==> src/rtl/circle_seg7_top.sv <==
// ============================================================================
// circle_seg7_top : running-segment animation around six 7-segment displays
// Revision 1.0
// ============================================================================
`default_nettype none

module counter #(
  parameter int WIDTH    = 4,
  parameter int COUNT_TO = 9
) (
  input  logic             clk_i,
  input  logic             rst_ni,
  output logic [WIDTH-1:0] count_o,
  output logic             overflow_o
);
  localparam logic [WIDTH-1:0] C_TERM = WIDTH'(COUNT_TO);

  logic [WIDTH-1:0] count_q, count_d;

  assign overflow_o = (count_q == C_TERM);
  assign count_d    = overflow_o ? '0 : count_q + WIDTH'(1);
  assign count_o    = count_q;

  always_ff @(posedge clk_i) begin
    if (!rst_ni) count_q <= '0;
    else         count_q <= count_d;
  end
endmodule

module led #(
  parameter int NUM_OF_DISPLAYS = 6,
  parameter int COL_WIDTH       = 3
) (
  input  logic                 clk_i,
  input  logic                 rst_ni,
  input  logic                 step_i,
  output logic                 row_o,
  output logic                 dir_o,
  output logic [COL_WIDTH-1:0] curr_display_o
);
  localparam logic [0:0]           ROW_TOP = 1'b0;
  localparam logic [0:0]           ROW_BOT = 1'b1;
  localparam logic [COL_WIDTH-1:0] C_LAST  = COL_WIDTH'(NUM_OF_DISPLAYS - 1);

  logic [0:0]           row_q, row_d;
  logic                 dir_q, dir_d;
  logic [COL_WIDTH-1:0] curr_q, curr_d;

  always_comb begin
    row_d  = row_q;
    dir_d  = dir_q;
    curr_d = curr_q;
    if (step_i) begin
      case (row_q)
        ROW_TOP: begin
          // The last display turns the corner instead of advancing.
          if (curr_q == C_LAST) begin
            row_d = ROW_BOT;
            dir_d = 1'b0;
          end else begin
            curr_d = curr_q + COL_WIDTH'(1);
          end
        end
        default: begin
          if (curr_q == '0) begin
            row_d = ROW_TOP;
            dir_d = 1'b1;
          end else begin
            curr_d = curr_q - COL_WIDTH'(1);
          end
        end
      endcase
    end
  end

  always_ff @(posedge clk_i) begin
    if (!rst_ni) begin
      row_q  <= ROW_TOP;
      dir_q  <= 1'b1;
      curr_q <= '0;
    end else begin
      row_q  <= row_d;
      dir_q  <= dir_d;
      curr_q <= curr_d;
    end
  end

  assign row_o          = row_q;
  assign dir_o          = dir_q;
  assign curr_display_o = curr_q;
endmodule

module seg7_driver #(
  parameter int NUM_OF_DISPLAYS = 6,
  parameter int COL_WIDTH       = 3
) (
  input  logic                         row_i,
  input  logic [COL_WIDTH-1:0]         curr_display_i,
  output logic [NUM_OF_DISPLAYS*8-1:0] seg7_o
);
  localparam logic [7:0] C_SEG_A = 8'hFE;
  localparam logic [7:0] C_SEG_D = 8'hF7;
  localparam logic [7:0] C_BLANK = 8'hFF;

  for (genvar i = 0; i < NUM_OF_DISPLAYS; i++) begin : g_disp
    assign seg7_o[8*i +: 8] = (curr_display_i == COL_WIDTH'(i))
                              ? (row_i ? C_SEG_D : C_SEG_A) : C_BLANK;
  end
endmodule

module circle_seg7_top #(
  parameter int WIDTH           = 4,
  parameter int COUNT_TO        = 9,
  parameter int NUM_OF_DISPLAYS = 6,
  parameter int COL_WIDTH       = 3
) (
  input  logic                         clk_i,
  input  logic                         rst_ni,
  output logic [WIDTH-1:0]             count_o,
  output logic                         overflow_o,
  output logic                         row_o,
  output logic                         dir_o,
  output logic [COL_WIDTH-1:0]         curr_display_o,
  output logic [NUM_OF_DISPLAYS*8-1:0] seg7_o
);
  counter #(
    .WIDTH    (WIDTH),
    .COUNT_TO (COUNT_TO)
  ) u_counter (
    .clk_i      (clk_i),
    .rst_ni     (rst_ni),
    .count_o    (count_o),
    .overflow_o (overflow_o)
  );

  led #(
    .NUM_OF_DISPLAYS (NUM_OF_DISPLAYS),
    .COL_WIDTH       (COL_WIDTH)
  ) u_led (
    .clk_i          (clk_i),
    .rst_ni         (rst_ni),
    .step_i         (overflow_o),
    .row_o          (row_o),
    .dir_o          (dir_o),
    .curr_display_o (curr_display_o)
  );

  seg7_driver #(
    .NUM_OF_DISPLAYS (NUM_OF_DISPLAYS),
    .COL_WIDTH       (COL_WIDTH)
  ) u_seg7 (
    .row_i          (row_o),
    .curr_display_i (curr_display_o),
    .seg7_o         (seg7_o)
  );
endmodule

`default_nettype wire

==> config.mk <==
export PLATFORM = sky130hd
export DESIGN_NAME = circle_seg7_top
export DESIGN_NICKNAME = d
export VERILOG_FILES = /design/src/rtl/circle_seg7_top.sv
export SDC_FILE = /design/constraint.sdc
export NUM_CORES = 1
export LEC_CHECK = 0
export ABC_AREA = 1
export BUFFER_PORTS_ARGS = -buffer_cell sky130_fd_sc_hd__buf_2
export CAP_MARGIN = 15
export CORE_MARGIN = 2
export CORE_UTILIZATION = 40
export CTS_BUF_LIST = sky130_fd_sc_hd__clkbuf_8 sky130_fd_sc_hd__clkbuf_16
export DETAILED_ROUTE_END_ITERATION = 10
export GPL_ROUTABILITY_DRIVEN = 1
export PLACE_DENSITY = 0.77
export SKIP_CTS_REPAIR_TIMING = 1
export SYNTH_ARGS = -nofsm -noshare
export SYNTH_HDL_FRONTEND = slang
export SYNTH_SLANG_ARGS = --single-unit
==> constraint.sdc <==
create_clock -name clk_i -period 1.4 [get_ports clk_i]
set_input_delay 0.14 -clock clk_i [delete_from_list [all_inputs] [get_ports clk_i]]
set_output_delay 0.14 -clock clk_i [all_outputs]
set_load 0.02 [all_outputs]
==> results of run 1 <==
cells in the mapped netlist:
| cell type | number |
|---|---|
| nand3_1 | 11 |
| or2_0 | 1 |
| nor2_1 | 10 |
| nand4_1 | 1 |
| buf_6 | 1 |
| xnor2_1 | 1 |
| nand3_4 | 1 |
| o21bai_1 | 1 |
| ha_1 | 8 |
| inv_2 | 1 |
| buf_4 | 37 |
| inv_1 | 7 |
| inv_6 | 1 |
| a21oi_1 | 1 |
| dfxtp_1 | 9 |
| nand3_2 | 2 |
| conb_1 | 1 |
| nor2_4 | 1 |
| a21boi_1 | 1 |
| nand2_1 | 26 |
sequential cells by signal (all words and copies together), names as in the netlist:
| signal | cells |
|---|---|
| u_led.row_o | 1 |
| u_led.dir_o | 1 |
| u_led.curr_display_o | 3 |
| u_counter.count_o | 4 |
where the power goes:
part	internal, mW	total (mW)	switching (mW)
sequential	0.265	0.273	0.00865
combinational	0.0155	0.125	0.110
clock	0.191	0.290	0.0992
total	0.471	0.689	0.218
layer usage:
layer  up-vias  global-route usage (%)  share of wire (%)
met2        33                    17.5                 48
met5         -                       0                  0
met4         0                    7.89                1.9
li1        367                       -                  -
met1       309                    12.9                 42
met3         4                    2.05                8.1
layout make-up:
cell class,instances,area share (%)
clock inverter,1,0.384
sequential,9,18.7
timing repair buffer,27,14.9
multi-input combinational,101,54.3
clock buffer,3,4.23
inverter,9,3.97
tap,28,3.59
how the worst max path moves through the flow:
stage,startpoint,endpoint,slack [ns],depth (start not counted)
floorplan,u_led.curr_display_o[0]$_SDFFE_PN0P_,u_led.curr_display_o[2]$_SDFFE_PN0P_,0.01,6
global placement,u_led.curr_display_o[0]$_SDFFE_PN0P_,u_led.curr_display_o[1]$_SDFFE_PN0P_,0.08,8
detailed placement,u_led.curr_display_o[0]$_SDFFE_PN0P_,u_led.curr_display_o[1]$_SDFFE_PN0P_,0.11,8
CTS,u_led.curr_display_o[0]$_SDFFE_PN0P_,seg7_o[0],-0.12,6
global route,u_led.curr_display_o[1]$_SDFFE_PN0P_,seg7_o[40],-0.02,4
finish,u_led.curr_display_o[1]$_SDFFE_PN0P_,seg7_o[40],0.07,4
stage by stage:
stage,std cells,hold WS [ns],setup TNS (ns)
detailed placement,173,0.390,0
finish,178,0.154,0
global placement,173,0.387,0
floorplan,157,0.225,0
CTS,177,0.148,-0.248
global route,178,0.153,-0.0183
kinds of logic after synthesis:
family	after synthesis	synth area share [%]
adder cells (fa/ha/maj)	8	11.2
flip-flops	9	20.2
AND/OR/NAND/NOR	53	28.2
other	1	0.420
AO/OA/AOI/OAI	3	2.24
buffers and inverters	47	36.7
XOR/XNOR	1	0.982
==> qor.tcl, run 1 <==
set qor(outcome) {finished clean}
set qor(synth_largest_area_cell) {buf_4}
set qor(cp_required_ns) 1.26
set qor(postSynthCellCount) 122
set qor(finalSetupViolCount) 0
set qor(critical_path.startpoint_type) {flip-flop}
set qor(multiInputGateArea_um2) 531
set qor(clock-root-buffer) {clkbuf_8}
set qor(vias) 713
set qor(remaining_routing_drc_violations) 0
set qor(rsz0062_at_grt) {yes}
set qor(hold-path-endpoint) {u_led.dir_o$_SDFFE_PN1P_}
set qor(mostFrequentLayoutCells) {conb_1 (36), nand2_1 (26), buf_2 (23)}
set qor(area_growth_syn_to_layout_pct) 9.54
set qor(p_total_uw) 689
set qor(place_area_um2) 907
set qor(finalMaxSlewViolations) 0
set qor(layout_cell_share_with_drive_strength_beyond_1_pct) 28.0
set qor(ff2ff_path_depth) 8
set qor(synth_seq_area_share_pct) 20.2
set qor(final_period_demand_of_the_worst_path_ns) 1.33
set qor(vdd_ir_drop_max_mv) 0.320
set qor(detailedPlace.worstSlack_ns) 0.106
set qor(antenna-diode-count) 0
set qor(final.setup_skew_ns) 0.000374
set qor(global_route.overflow_total) 0
set qor(critical_path.endpoint_type) {output pin}
set qor(drt_iter0_drc) 14
set qor(design_area_um2) 977
set qor(rows) 17
set qor(cp_num_buf_inv) 2
set qor(drt_pass_1_iters) 3
set qor(dieArea_um2) 2620
set qor(drt-wirelength-per-cell_um) 7.84
set qor(final_hold_fails) 0
set qor(worst-setup-path-type) {reg2out}
set qor(final_core_utilization_pct) 45.0
set qor(timing.final.crit_share_pct) 94.8
set qor(path_category_of_the_worst_min_delay_check) {in2reg}
set qor(path_cells) {inv_2 -> ha_2 -> nand3_2 -> buf_2}
set qor(timing.hold.worst_path_depth) 2
set qor(cts_sinks) 9
set qor(detailed_place_hpwl_mm) 1.14
set qor(cts-buffers-inserted) 3
set qor(regToRegStartpoint) {u_counter.count_o[0]$_SDFF_PP0_}
set qor(nNetsFinal) 161
set qor(worst-path-max-fanout) 5
set qor(htreeDepth) 1
set qor(rrSetupSlack_ns) 0.15
set qor(globalRouteTotalUtil_pct) 10.9
set qor(max_cap_viol_count) 0
set qor(netlist-cell-type-count) 20
set qor(detail-route-antenna-nets) 0
set qor(power_density_nw_per_um2) 705
set qor(die_height_um) 51.2
set qor(critPathArrivalTime_ns) 1.19
set qor(layout_commonest_cell) {conb_1}
set qor(boundary_pin_count) 60
set qor(floorplan.initialDensity_pct) 41.1
set qor(path_clk_slew_ns) 0.04
set qor(buffer_ports.inserted) 23
set qor(vias_per_cell) 4.01
set qor(initial_antenna_violation_count) 0
set qor(synthesis.area_um2) 892
set qor(synth.ff_latch_count) 9
set qor(gpl.final_weighted_congestion) 0.807
set qor(first_global_vias) 523
set qor(fmax_ghz) 0.754
set qor(dieWidth_um) 51.2
set qor(critPathTopFamily) {flip-flops}
set qor(fill_cells) 240
set qor(min_from) {rst_ni}
set qor(design.core.area_um2) 2170
set qor(mean_area_per_synthesized_cell_um2) 7.31
set qor(largest_net_degree_at_the_start_of_global_routing) 9
set qor(clock_tree_from_tritoncts) {done}
set qor(cp_slowest_stage_delay_ns) 0.33
set qor(critical_path.reg2reg.endpoint) {u_led.curr_display_o[1]$_SDFFE_PN0P_}
set qor(grt_pass1_wl_mm) 2.14
set qor(yosys_warnings) 0
set qor(clkLatencyLatePin_ns) 0.23
set qor(fin_ws_ns) 0.0732
set qor(route.final.wire_length_mm) 1.40
set qor(share_of_yosys_cell_area_claimed_by_the_top_area_cell_type_pct) 31.1
set qor(clock_tree.buffer_depth) 2
set qor(synthTopCellsByArea) {buf_4 (31%), dfxtp_1 (20%), ha_1 (11%)}
set qor(cellLeakagePower_nw) 0.518
set qor(ff_latch_area_um2) 183
set qor(critical-path-slowest-cell) {dfxtp_2}
No activity file was read; power rests on OpenSTA's default activity.
==> inputs of run 2 (changes only) <==
--- a/config.mk
+++ b/config.mk
@@ -6,13 +6,15 @@
 export NUM_CORES = 1
 export LEC_CHECK = 0
 export ABC_AREA = 1
-export BUFFER_PORTS_ARGS = -buffer_cell sky130_fd_sc_hd__buf_2
+export BUFFER_PORTS_ARGS = -buffer_cell sky130_fd_sc_hd__buf_4
 export CAP_MARGIN = 15
 export CORE_MARGIN = 2
 export CORE_UTILIZATION = 40
 export CTS_BUF_LIST = sky130_fd_sc_hd__clkbuf_8 sky130_fd_sc_hd__clkbuf_16
+export CTS_CLUSTER_DIAMETER = 50
 export DETAILED_ROUTE_END_ITERATION = 10
 export GPL_ROUTABILITY_DRIVEN = 1
+export GPL_TIMING_DRIVEN = 0
 export PLACE_DENSITY = 0.77
 export SKIP_CTS_REPAIR_TIMING = 1
 export SYNTH_ARGS = -nofsm -noshare
==> qor.tcl, run 2 (synthesis results as in run 1) <==
set qor(detail-route-antenna-nets) 0
set qor(layout_cell_share_with_drive_strength_beyond_1_pct) 42.0
set qor(multiInputGateArea_um2) 541
set qor(intPower_uw) 544
set qor(rrSetupSlack_ns) 0.14
set qor(cp_required_ns) 1.26
set qor(switchingPower_uw) 235
set qor(vias) 833
set qor(path_clk_slew_ns) 0.04
set qor(first_global_vias) 650
set qor(ff_latch_area_um2) 181
set qor(critPathArrivalTime_ns) 1.23
set qor(cts_sinks) 9
set qor(globalRouteTotalUtil_pct) 12.9
set qor(outcome) {finished clean}
set qor(regToRegStartpoint) {u_counter.count_o[0]$_SDFF_PP0_}
set qor(final_hold_fails) 0
set qor(cellLeakagePower_nw) 0.704
set qor(gpl.final_weighted_congestion) 0.774
set qor(global_route.overflow_total) 0
set qor(rsz0062_at_grt) {yes}
set qor(critical_path.reg2reg.endpoint) {u_led.curr_display_o[0]$_SDFFE_PN0P_}
set qor(timing.hold.worst_path_depth) 2
set qor(p_total_uw) 779
set qor(timing.setup.tns_ns) 0
set qor(finalSetupViolCount) 0
set qor(critical_path.startpoint_type) {flip-flop}
set qor(power.share.combinational_pct) 27.2
set qor(boundary_pin_count) 60
set qor(finalMaxSlewViolations) 0
set qor(pwr-share-clk_pct) 37.6
set qor(floorplan.initialDensity_pct) 41.1
set qor(power_density_nw_per_um2) 585
set qor(timing.final.crit_share_pct) 98.0
set qor(layoutNonFillerInstCount) 216
set qor(detailedPlace.worstSlack_ns) 0.118
set qor(clock_tree.buffer_depth) 2
set qor(clock-root-buffer) {clkbuf_8}
set qor(switching_share_pct) 30.2
set qor(critical_path.endpoint_type) {output pin}
set qor(clkLatencyLatePin_ns) 0.23
set qor(mostFrequentLayoutCells) {buf_4 (64), conb_1 (36), nand2_1 (26)}
set qor(nNetsFinal) 199
set qor(htreeDepth) 1
set qor(drt_iter0_drc) 10
set qor(drt_pass_1_iters) 3
set qor(cts-buffers-inserted) 3
set qor(fill_cells) 212
set qor(rows) 17
set qor(dp_cells) 208
set qor(route.final.wire_length_mm) 1.84
set qor(vdd_ir_drop_max_mv) 0.339
set qor(detailed_place_hpwl_mm) 1.39
set qor(fmax_ghz) 0.729
set qor(path_category_of_the_worst_min_delay_check) {in2reg}
set qor(fin_ws_ns) 0.0277
set qor(worst-setup-path-type) {reg2out}
set qor(buffer_ports.inserted) 23
set qor(number_of_flip_flops_in_the_largest_register) 4
set qor(remaining_routing_drc_violations) 0
set qor(worst-path-max-fanout) 4
set qor(drt-wirelength-per-cell_um) 8.54
set qor(area_growth_syn_to_layout_pct) 49.4
set qor(initial_antenna_violation_count) 0
set qor(ff2ff_path_depth) 7
set qor(largest_net_degree_at_the_start_of_global_routing) 11
set qor(power.sequential.fraction_pct) 35.2
set qor(clock_tree_from_tritoncts) {done}
set qor(vias_per_cell) 3.86
set qor(hold-path-endpoint) {u_led.dir_o$_SDFFE_PN1P_}
set qor(layout_commonest_cell) {buf_4}
set qor(final_period_demand_of_the_worst_path_ns) 1.37
set qor(antenna-diode-count) 0
set qor(die_height_um) 51.2
set qor(design.core.area_um2) 2170
set qor(dieArea_um2) 2620
set qor(grt_pass1_wl_mm) 2.66
set qor(dieWidth_um) 51.2
set qor(final.setup_skew_ns) 0.000312
set qor(max_cap_viol_count) 0
set qor(min_from) {rst_ni}
-- run 2: worst max-delay path by stage --
stage	start	endpoint	slack [ns]
after global placement	u_led.curr_display_o[0]$_SDFFE_PN0P_	u_led.curr_display_o[1]$_SDFFE_PN0P_	0.16
after floorplan	u_led.curr_display_o[0]$_SDFFE_PN0P_	u_led.curr_display_o[2]$_SDFFE_PN0P_	0.01
after detailed placement	u_led.curr_display_o[0]$_SDFFE_PN0P_	u_led.curr_display_o[1]$_SDFFE_PN0P_	0.12
final	u_led.curr_display_o[1]$_SDFFE_PN0P_	seg7_o[0]	0.03
after global routing	u_led.curr_display_o[1]$_SDFFE_PN0P_	seg7_o[0]	-0.04
after CTS	u_led.curr_display_o[0]$_SDFFE_PN0P_	seg7_o[0]	-0.08
-- run 2: power by group through the flow --
stage | Combinational, mW | Sequential [mW] | Clock, mW
global placement | 0.205 | 0.278 | 0
finish | 0.212 | 0.275 | 0.293
global route | 0.226 | 0.276 | 0.316
floorplan | 0.178 | 0.287 | 0
detailed placement | 0.207 | 0.279 | 0
CTS | 0.207 | 0.275 | 0.297
-- run 2: worst max-delay path, stage by stage (launching register included) --
cell and delay (ns):
dfxtp_1 0.39, inv_2 0.10, ha_4 0.18, nand2_1 0.09
inv_1 0.06, nand2_1 0.05, buf_4 0.13
-- run 2: layer usage --
metal | track usage (%) | wire length (um) | vias up
met3 | 2.34 | 173 | 7
met1 | 14.4 | 673 | 351
met2 | 23.2 | 948 | 36
met5 | 0 | 0 | -
met4 | 6.58 | 48 | 0
li1 | - | - | 439
-- run 2: area by class of cell --
cell class	instances	area share, %
clock inverter	1	0.282
timing repair buffer	27	15.2
tap	28	2.63
multi-input combinational	101	40.6
buffer	38	21.7
sequential	9	13.6
clock buffer	3	3.10
inverter	9	2.91
-- run 2: metrics by stage --
| step | util, % | area [um2] | hold slack (ns) |
|---|---|---|---|
| finish | 61.4 | 1330 | 0.147 |
| CTS | 58.8 | 1280 | 0.148 |
| detailed placement | 56.7 | 1230 | 0.387 |
| floorplan | - | 1020 | 0.225 |
| global route | 61.4 | 1330 | 0.148 |
| global placement | 56.7 | 1230 | 0.382 |
==> inputs of run 3 (changes only) <==
--- a/config.mk
+++ b/config.mk
@@ -8,14 +8,15 @@
 export ABC_AREA = 1
 export BUFFER_PORTS_ARGS = -buffer_cell sky130_fd_sc_hd__buf_4
 export CAP_MARGIN = 15
+export CORE_ASPECT_RATIO = 1.2
 export CORE_MARGIN = 2
-export CORE_UTILIZATION = 40
+export CORE_UTILIZATION = 41
 export CTS_BUF_LIST = sky130_fd_sc_hd__clkbuf_8 sky130_fd_sc_hd__clkbuf_16
 export CTS_CLUSTER_DIAMETER = 50
 export DETAILED_ROUTE_END_ITERATION = 10
 export GPL_ROUTABILITY_DRIVEN = 1
 export GPL_TIMING_DRIVEN = 0
-export PLACE_DENSITY = 0.77
+export PLACE_DENSITY = 0.79
 export SKIP_CTS_REPAIR_TIMING = 1
 export SYNTH_ARGS = -nofsm -noshare
 export SYNTH_HDL_FRONTEND = slang
==> qor.tcl, run 3 (synthesis results as in run 1) <==
set qor(number_of_flip_flops_in_the_largest_register) 4
set qor(clock_tree_from_tritoncts) {done}
set qor(area_growth_syn_to_layout_pct) 48.4
set qor(clkLatencyLatePin_ns) 0.23
set qor(p_total_uw) 794
set qor(rows) 18
set qor(initial_antenna_violation_count) 0
set qor(global_route.overflow_total) 0
set qor(cp_required_ns) 1.26
set qor(path_clk_slew_ns) 0.05
set qor(final_period_demand_of_the_worst_path_ns) 1.39
set qor(finalMaxSlewViolations) 0
set qor(worst-path-max-fanout) 4
set qor(switching_share_pct) 31.1
set qor(cellLeakagePower_nw) 0.699
set qor(outcome) {finished clean}
set qor(gpl.final_weighted_congestion) 0.707
set qor(antenna-diode-count) 0
set qor(largest_net_degree_at_the_start_of_global_routing) 11
set qor(mostFrequentLayoutCells) {buf_4 (65), conb_1 (36), nand2_1 (26)}
set qor(cts-buffers-inserted) 3
set qor(detail-route-antenna-nets) 0
set qor(final_hold_fails) 0
set qor(drt-wirelength-per-cell_um) 8.48
set qor(nNetsFinal) 200
set qor(buffer_ports.inserted) 23
set qor(rsz0062_at_grt) {yes}
set qor(die_height_um) 55.1
set qor(pwr-share-clk_pct) 38.8
set qor(remaining_routing_drc_violations) 0
set qor(design_area_um2) 1320
set qor(vias) 819
set qor(cts_sinks) 9
set qor(power.share.combinational_pct) 26.6
set qor(timing.setup.tns_ns) 0
set qor(switchingPower_uw) 247
set qor(intPower_uw) 547
set qor(fill_cells) 182
set qor(critical_path.startpoint_type) {flip-flop}
set qor(detailed_place_hpwl_mm) 1.44
set qor(clock_tree.buffer_depth) 2
set qor(vdd_ir_drop_max_mv) 0.833
set qor(dieArea_um2) 2570
set qor(drt_iter0_drc) 8
set qor(critical_path.endpoint_type) {output pin}
set qor(worst-setup-path-type) {reg2out}
set qor(boundary_pin_count) 60
set qor(grt_pass1_wl_mm) 2.83
set qor(layout_cell_share_with_drive_strength_beyond_1_pct) 42.9
set qor(power.sequential.fraction_pct) 34.6
set qor(vias_per_cell) 3.74
set qor(max_cap_viol_count) 0
set qor(route.final.wire_length_mm) 1.86
set qor(timing.hold.ws_ns) 0.141
set qor(floorplan.initialDensity_pct) 43.5
set qor(clock-root-buffer) {clkbuf_8}
set qor(place_area_um2) 1230
set qor(fmax_ghz) 0.720
set qor(finalSetupViolCount) 0
set qor(design.core.area_um2) 2050
set qor(power_density_nw_per_um2) 599
set qor(path_category_of_the_worst_min_delay_check) {in2reg}
set qor(drt_pass_1_iters) 6
set qor(ff_latch_area_um2) 181
set qor(first_global_vias) 668
set qor(multiInputGateArea_um2) 520
set qor(htreeDepth) 1
set qor(layout_commonest_cell) {buf_4}
set qor(globalRouteTotalUtil_pct) 15.7
set qor(dieWidth_um) 46.6
set qor(timing.final.crit_share_pct) 99.2
set qor(critPathArrivalTime_ns) 1.25
set qor(final.setup_skew_ns) 0.000719
run 3: cell types whose count changed in the layout (fill, tap and decap cells not counted), sizes merged:
cell / delta
inv: -1
buf: +1
clkinv: +1
run 3: cell type report:
cell class	instances	area share (%)
clock inverter	1	0.378
multi-input combinational	101	39.3
buffer	38	21.8
sequential	9	13.7
timing repair buffer	28	15.9
inverter	9	2.93
clock buffer	3	3.12
tap	30	2.84
run 3: power by group through the flow:
stage | logic (mW) | clock network, mW | registers [mW]
finish | 0.211 | 0.308 | 0.275
global route | 0.231 | 0.335 | 0.275
CTS | 0.207 | 0.314 | 0.275
detailed placement | 0.206 | 0 | 0.279
global placement | 0.205 | 0 | 0.278
floorplan | 0.178 | 0 | 0.287
run 3: per-stage QoR:
stage	cells	setup WS (ns)	util, %
2_1_floorplan	157	0.0116	-
3_3_place_gp	210	0.139	60.2
3_5_place_dp	210	0.118	60.2
4_1_cts	214	-0.0953	62.5
5_1_grt	219	-0.0512	64.6
6_report	219	0.0111	64.6
run 3: metal layers:
metal  share of wire [%]  global-route usage (%)
met1                  40                    16.7
met2                  51                    28.2
met4                0.54                    4.29
met5                   0                       0
met3                 8.0                    6.17
run 3: worst max-delay path, stage by stage (launching register included):
cell	delay, ns
dfxtp_1	0.34
inv_2	0.10
ha_2	0.21
nand2_1	0.08
inv_1	0.08
nand2_1	0.05
buf_4	0.15
run 3: worst paths after layout:
path | startpoint | end | slack (ns) | cells after the start
worst max-delay path | u_led.curr_display_o[1]$_SDFFE_PN0P_ | seg7_o[0] | 0.01 | 6
worst max register to register | u_counter.count_o[0]$_SDFF_PP0_ | u_counter.count_o[2]$_SDFF_PP0_ | 0.12 | 7
worst min register to register | u_led.dir_o$_SDFFE_PN1P_ | u_led.dir_o$_SDFFE_PN1P_ | 0.46 | 2
worst min-delay path | rst_ni | u_led.dir_o$_SDFFE_PN1P_ | 0.14 | 2
